`src/rtl/pipeline_hazard_controller.sv`:
```
// Pipeline hazard sequencer: load-use stalls, X-stage redirect flushes, memory wait holds,
// a memory-wait watchdog with sticky fault, and saturating stall/flush statistics.
module pipeline_hazard_controller #(
  parameter int unsigned MEM_TIMEOUT = 256
) (
  input  logic        clk,
  input  logic        rst,
  input  logic [4:0]  d_rs_addr,
  input  logic [4:0]  d_rt_addr,
  input  logic        d_uses_rs,
  input  logic        d_uses_rt,
  input  logic        x_mem_read,
  input  logic [4:0]  x_dest_addr,
  input  logic        x_branch_taken,
  input  logic        x_jump,
  input  logic        mem_req,
  input  logic        mem_ready,
  input  logic        cnt_clr,
  output logic        pc_write,
  output logic        fd_write,
  output logic        fd_flush,
  output logic        dx_bubble,
  output logic        dx_hold,
  output logic        xm_hold,
  output logic        fault,
  output logic [15:0] stall_count,
  output logic [15:0] flush_count
);

  localparam logic [1:0] S_RUN      = 2'd0;
  localparam logic [1:0] S_MEM_WAIT = 2'd1;
  localparam logic [1:0] S_FAULT    = 2'd2;

  localparam logic [15:0] TIMEOUT_LAST = 16'(MEM_TIMEOUT - 1);
  localparam logic [15:0] CNT_MAX      = 16'hFFFF;

  logic [1:0]  r_state;
  logic [1:0]  w_next_state;
  logic [15:0] r_wait_cnt;
  logic [15:0] w_next_wait_cnt;
  logic [15:0] r_stall_cnt;
  logic [15:0] r_flush_cnt;

  logic w_load_use;
  logic w_redirect;
  logic w_mem_stall;
  logic w_active;
  logic w_stall_inc;
  logic w_flush_inc;

  // x_dest_addr == 0 is the hardwired zero register and never creates a dependency
  assign w_load_use = x_mem_read && (x_dest_addr != 5'd0) &&
                      ((d_uses_rs && (d_rs_addr == x_dest_addr)) ||
                       (d_uses_rt && (d_rt_addr == x_dest_addr)));
  assign w_redirect  = x_branch_taken | x_jump;
  assign w_mem_stall = mem_req & ~mem_ready;

  // State register
  always_ff @(posedge clk or posedge rst) begin
    if (rst) begin
      r_state    <= S_RUN;
      r_wait_cnt <= 16'd0;
    end else begin
      r_state    <= w_next_state;
      r_wait_cnt <= w_next_wait_cnt;
    end
  end

  // Next-state logic; wait_cnt counts consecutive mem-stall cycles including the entry cycle
  always_comb begin
    w_next_state    = r_state;
    w_next_wait_cnt = r_wait_cnt;
    case (r_state)
      S_RUN: begin
        if (w_mem_stall) begin
          w_next_state    = S_MEM_WAIT;
          w_next_wait_cnt = 16'd1;
        end
      end
      S_MEM_WAIT: begin
        if (w_mem_stall) begin
          if (r_wait_cnt == TIMEOUT_LAST) begin
            w_next_state = S_FAULT;
          end else begin
            w_next_wait_cnt = r_wait_cnt + 16'd1;
          end
        end else begin
          w_next_state    = S_RUN;
          w_next_wait_cnt = 16'd0;
        end
      end
      S_FAULT: begin
        w_next_state = S_FAULT;
      end
      default: begin
        w_next_state    = S_RUN;
        w_next_wait_cnt = 16'd0;
      end
    endcase
  end

  // Output logic; rst forces the pipeline into a flushed, bubbling state without a clock edge
  always_comb begin
    pc_write  = 1'b1;
    fd_write  = 1'b1;
    fd_flush  = 1'b0;
    dx_bubble = 1'b0;
    dx_hold   = 1'b0;
    xm_hold   = 1'b0;
    fault     = 1'b0;
    if (rst) begin
      pc_write  = 1'b0;
      fd_write  = 1'b0;
      fd_flush  = 1'b1;
      dx_bubble = 1'b1;
    end else if (r_state == S_FAULT) begin
      pc_write = 1'b0;
      fd_write = 1'b0;
      dx_hold  = 1'b1;
      xm_hold  = 1'b1;
      fault    = 1'b1;
    end else if (w_mem_stall) begin
      pc_write = 1'b0;
      fd_write = 1'b0;
      dx_hold  = 1'b1;
      xm_hold  = 1'b1;
    end else if (w_redirect) begin
      fd_flush  = 1'b1;
      dx_bubble = 1'b1;
    end else if (w_load_use) begin
      pc_write  = 1'b0;
      fd_write  = 1'b0;
      dx_bubble = 1'b1;
    end
  end

  assign w_active    = (r_state != S_FAULT);
  assign w_stall_inc = w_active & ~pc_write;
  assign w_flush_inc = w_active & w_redirect & ~w_mem_stall;

  always_ff @(posedge clk or posedge rst) begin
    if (rst) begin
      r_stall_cnt <= 16'd0;
      r_flush_cnt <= 16'd0;
    end else if (cnt_clr) begin
      r_stall_cnt <= 16'd0;
      r_flush_cnt <= 16'd0;
    end else begin
      if (w_stall_inc && (r_stall_cnt != CNT_MAX)) begin
        r_stall_cnt <= r_stall_cnt + 16'd1;
      end
      if (w_flush_inc && (r_flush_cnt != CNT_MAX)) begin
        r_flush_cnt <= r_flush_cnt + 16'd1;
      end
    end
  end

  assign stall_count = r_stall_cnt;
  assign flush_count = r_flush_cnt;

  a_hold_bubble_excl: assert property (@(posedge clk) disable iff (rst) !(dx_hold && dx_bubble));
  a_flush_writes:     assert property (@(posedge clk) disable iff (rst) (fd_flush |-> fd_write));

endmodule

```
`config.mk`:
```
export PLATFORM = sky130hd
export DESIGN_NAME = pipeline_hazard_controller
export DESIGN_NICKNAME = d
export VERILOG_FILES = /design/src/rtl/pipeline_hazard_controller.sv
export SDC_FILE = /design/constraint.sdc
export NUM_CORES = 1
export LEC_CHECK = 0
export CORE_ASPECT_RATIO = 1.2
export CORE_MARGIN = 1.5
export CORE_UTILIZATION = 45
export DETAILED_ROUTE_END_ITERATION = 7
export PLACE_DENSITY_LB_ADDON = 0.12
export SLEW_MARGIN = 20
export SYNTH_ARGS = -nofsm -noshare
export SYNTH_HDL_FRONTEND = slang
export SYNTH_SLANG_ARGS = --single-unit
```
`constraint.sdc`:
```
create_clock -name clk -period 2.87 [get_ports clk]
set_input_delay 0.574 -clock clk [delete_from_list [all_inputs] [get_ports clk]]
set_output_delay 0.574 -clock clk [all_outputs]
set_load 0.01 [all_outputs]
```
==> flow_metrics.env <==
export IMPL_wire_length_of_the_first_global_routing_pass_um=11300
export IMPL_cp_required_ns=2.30
export IMPL_status="finished, final reports clean"
export IMPL_synth_top_cell_area_share=0.434
export IMPL_drt_initial_drc_count=128
export IMPL_clk_root_buffer_cell="sky130_fd_sc_hd__clkbuf_8"
export IMPL_cap_violations=0
export IMPL_die_height_um=90.7
export IMPL_worst_hold_path_type="reg -> reg"
export IMPL_wire_per_inst_um=13.9
export IMPL_number_of_global_route_vias_before_repair=2462
export IMPL_first_pass_iters=4
export IMPL_post_route_drc_count=0
export IMPL_design_core_area_um2=6130
export IMPL_timing_final_crit_period_ns=2.78
export IMPL_finalClockSkew_ns=0.00925
export IMPL_preCtsSetupSlack_ns=-0.622
export IMPL_grt_setup_unrepaired="no"
export IMPL_ioPinCount=64
export IMPL_vdd_drop_max_mv=0.378
export IMPL_grt_start_max_net_pins=51
export IMPL_final_net_count=424
export IMPL_synth_area_leader_cell="sky130_fd_sc_hd__dfrtp_1"
export IMPL_ys_async_sr_fraction=1.00
export IMPL_diodes=0
export IMPL_setup_viol=0
export IMPL_postSynth_topFlopCell="sky130_fd_sc_hd__dfrtp_1"
export IMPL_timing_final_crit_share=0.967
export IMPL_clk_pin_slew_worst_paths_ns=0.09
export IMPL_tightestPinTransition_ns=0.642
export IMPL_final_util=0.617
export IMPL_place_gp_congestion=0.830
export IMPL_final_common_cell="sky130_fd_sc_hd__clkdlybuf4s50_1"
export IMPL_route_vias_total=2697
export IMPL_netlist_cell_type_count=48
export IMPL_met1_usage=0.258
export IMPL_power_density_nw_per_um2=355
export IMPL_initial_utilization=0.471
export IMPL_static_leakage_power_nw=1.53
export IMPL_max_freq_mhz=360
export IMPL_grt_most_used_layer="met2"
export IMPL_detailed_place_area_um2=3690
export IMPL_worst_slack_ns=0.0940
export IMPL_crit_arrival_ns=2.20
export IMPL_synth_net_count=349
export IMPL_avgSynthCellArea_um2=8.99
export IMPL_finalHoldWorstSlack_ns=0.489
export IMPL_total_power_mw=1.34
export IMPL_io_buffers=63
export IMPL_vias_per_cell=5.63
export IMPL_cts_repair_timing_setup_buffer_count=0
export IMPL_post_synth_main_area_contributors="sky130_fd_sc_hd__dfrtp_1 43%, sky130_fd_sc_hd__xnor2_1 4.2%, sky130_fd_sc_hd__xor2_1 4.2%, sky130_fd_sc_hd__nand2_1 4.2%, sky130_fd_sc_hd__a21oi_1 3.8%"
export IMPL_tritoncts="yes"
export IMPL_timing_critical_path_fanout_max=2
export IMPL_routed_wirelength_um=6680
export IMPL_synthesis_instances=321
export IMPL_crit_path_end_kind="primary output"
export IMPL_overflow=0
export IMPL_nFillCells=571
export IMPL_ys_warns=0
export IMPL_h_tree_depth=2
export IMPL_synth_ff_latch_count=50
export IMPL_ys_seq_area_frac=0.434
export IMPL_maxSlewViolCount=0
export IMPL_fin_area_um2=3780
export IMPL_post_route_cells_drive_above_1_share=0.101
export IMPL_die_area_um2=6900
export IMPL_cts_path_max_buffers=2
export IMPL_ant_nets=0
export IMPL_kind_of_critical_path="in -> out"
export IMPL_global_route_usage_total=0.197
export IMPL_synth_enable_flop_cells=0
export IMPL_chipWidth_um=76.1
export IMPL_std_cell_rows=31
export IMPL_worst_setup_path_start_kind="input port"
export IMPL_globalRouteMet3Util=0.0313
export IMPL_layout_area_overhead_vs_synth_pct=31.1
export IMPL_most_common_layout_cells="56 x sky130_fd_sc_hd__clkdlybuf4s50_1, 50 x sky130_fd_sc_hd__dfrtp_1, 32 x sky130_fd_sc_hd__nand2_1"
export IMPL_grt_util_met2=0.335
export IMPL_netlist_area_um2=2890
export IMPL_timing_slew_headroom=0.572
export IMPL_grt_antenna_before_repair=0
export IMPL_final_hold_violation_count=0
export IMPL_post_cts_hold_buffer_count=0
export IMPL_numClockSinks=50
export IMPL_place_detailed_hpwl_um=4800
export IMPL_tritoncts_num_buffers=5
export IMPL_clkLatencyLatePin_ns=0.30
state kept, by name (all words and copies together), names as in the netlist:
| register | count |
|---|---|
| stall_count | 16 |
| r_state | 2 |
| flush_count | 16 |
| r_wait_cnt | 16 |
power by group:
part           internal (mW)  leakage (nW)  switching, mW
combinational         0.0995         0.795         0.0917
clock                  0.172        0.0441          0.247
sequential             0.716         0.692         0.0181
total                  0.988          1.53          0.356
final timing paths:
kind | slack (ns) | startpoint | cells after the start | end
hold reg to reg | 0.49 | r_wait_cnt[15] | 1 | r_wait_cnt[15]
hold / removal | 0.49 | r_wait_cnt[15] | 1 | r_wait_cnt[15]
min in group asynchronous | 0.95 | rst | 3 | r_state[1]
setup / recovery | 0.09 | x_dest_addr[2] | 6 | pc_write
setup reg to reg | 0.63 | stall_count[0] | 8 | stall_count[15]
max in group asynchronous | 1.49 | rst | 3 | stall_count[9]
critical path: stages:
cell	delay (ns)
sky130_fd_sc_hd__clkdlybuf4s15_1	0.19
sky130_fd_sc_hd__or4_4	0.52
sky130_fd_sc_hd__o21ai_2	0.13
sky130_fd_sc_hd__and2b_2	0.25
sky130_fd_sc_hd__a2111oi_4	0.35
sky130_fd_sc_hd__buf_2	0.19
synth_stat cells (8+ instances only):
master,instances
sky130_fd_sc_hd__dfrtp_1,50
sky130_fd_sc_hd__nand2_1,32
sky130_fd_sc_hd__nor2_1,29
sky130_fd_sc_hd__a21oi_1,22
sky130_fd_sc_hd__nand3_1,22
sky130_fd_sc_hd__o21ai_0,14
sky130_fd_sc_hd__xnor2_1,14
sky130_fd_sc_hd__xor2_1,14
sky130_fd_sc_hd__or3_1,10
sky130_fd_sc_hd__and3_1,9
sky130_fd_sc_hd__nand4_1,9
sky130_fd_sc_hd__clkbuf_1,8
sky130_fd_sc_hd__nor3_1,8
metrics by stage:
stage	setup TNS, ns	cells
floorplan	0	321
global placement	-1.42	471
detailed placement	-1.50	471
CTS	0	479
global route	0	479
finish	0	479
cell type report:
cell class	instances	area (µm²)	share of cell area
Timing Repair Buffer	81	761	0.201
Clock inverter	3	21.3	0.00562
Inverter	7	26.3	0.00695
Clock buffer	5	68.8	0.0182
Tap cell	82	103	0.0271
Multi-Input combinational cell	251	1550	0.410
Sequential cell	50	1250	0.331
repair_timing:
action	CTS	global route
setup endpoints to repair	3	2
resized for setup	16	4
pin swaps	3	3
per-layer routing:
layer	wire length, µm	part of all wire
met1	3040	0.46
met3	336	0.050
met2	3260	0.49
met4	44	0.0066
met5	0	0
cell families after synthesis:
| kind of cell | Yosys count | share of synthesized area |
|---|---|---|
| muxes | 4 | 0.0147 |
| DFF | 50 | 0.434 |
| adders and majority gates | 3 | 0.0130 |
| AOI/OAI and AO/OA | 73 | 0.160 |
| and+or+nand+nor | 143 | 0.256 |
| buffers and inverters | 20 | 0.0369 |
| xor gates and xnor gates | 28 | 0.0850 |
(Power assumes the default switching activity.)
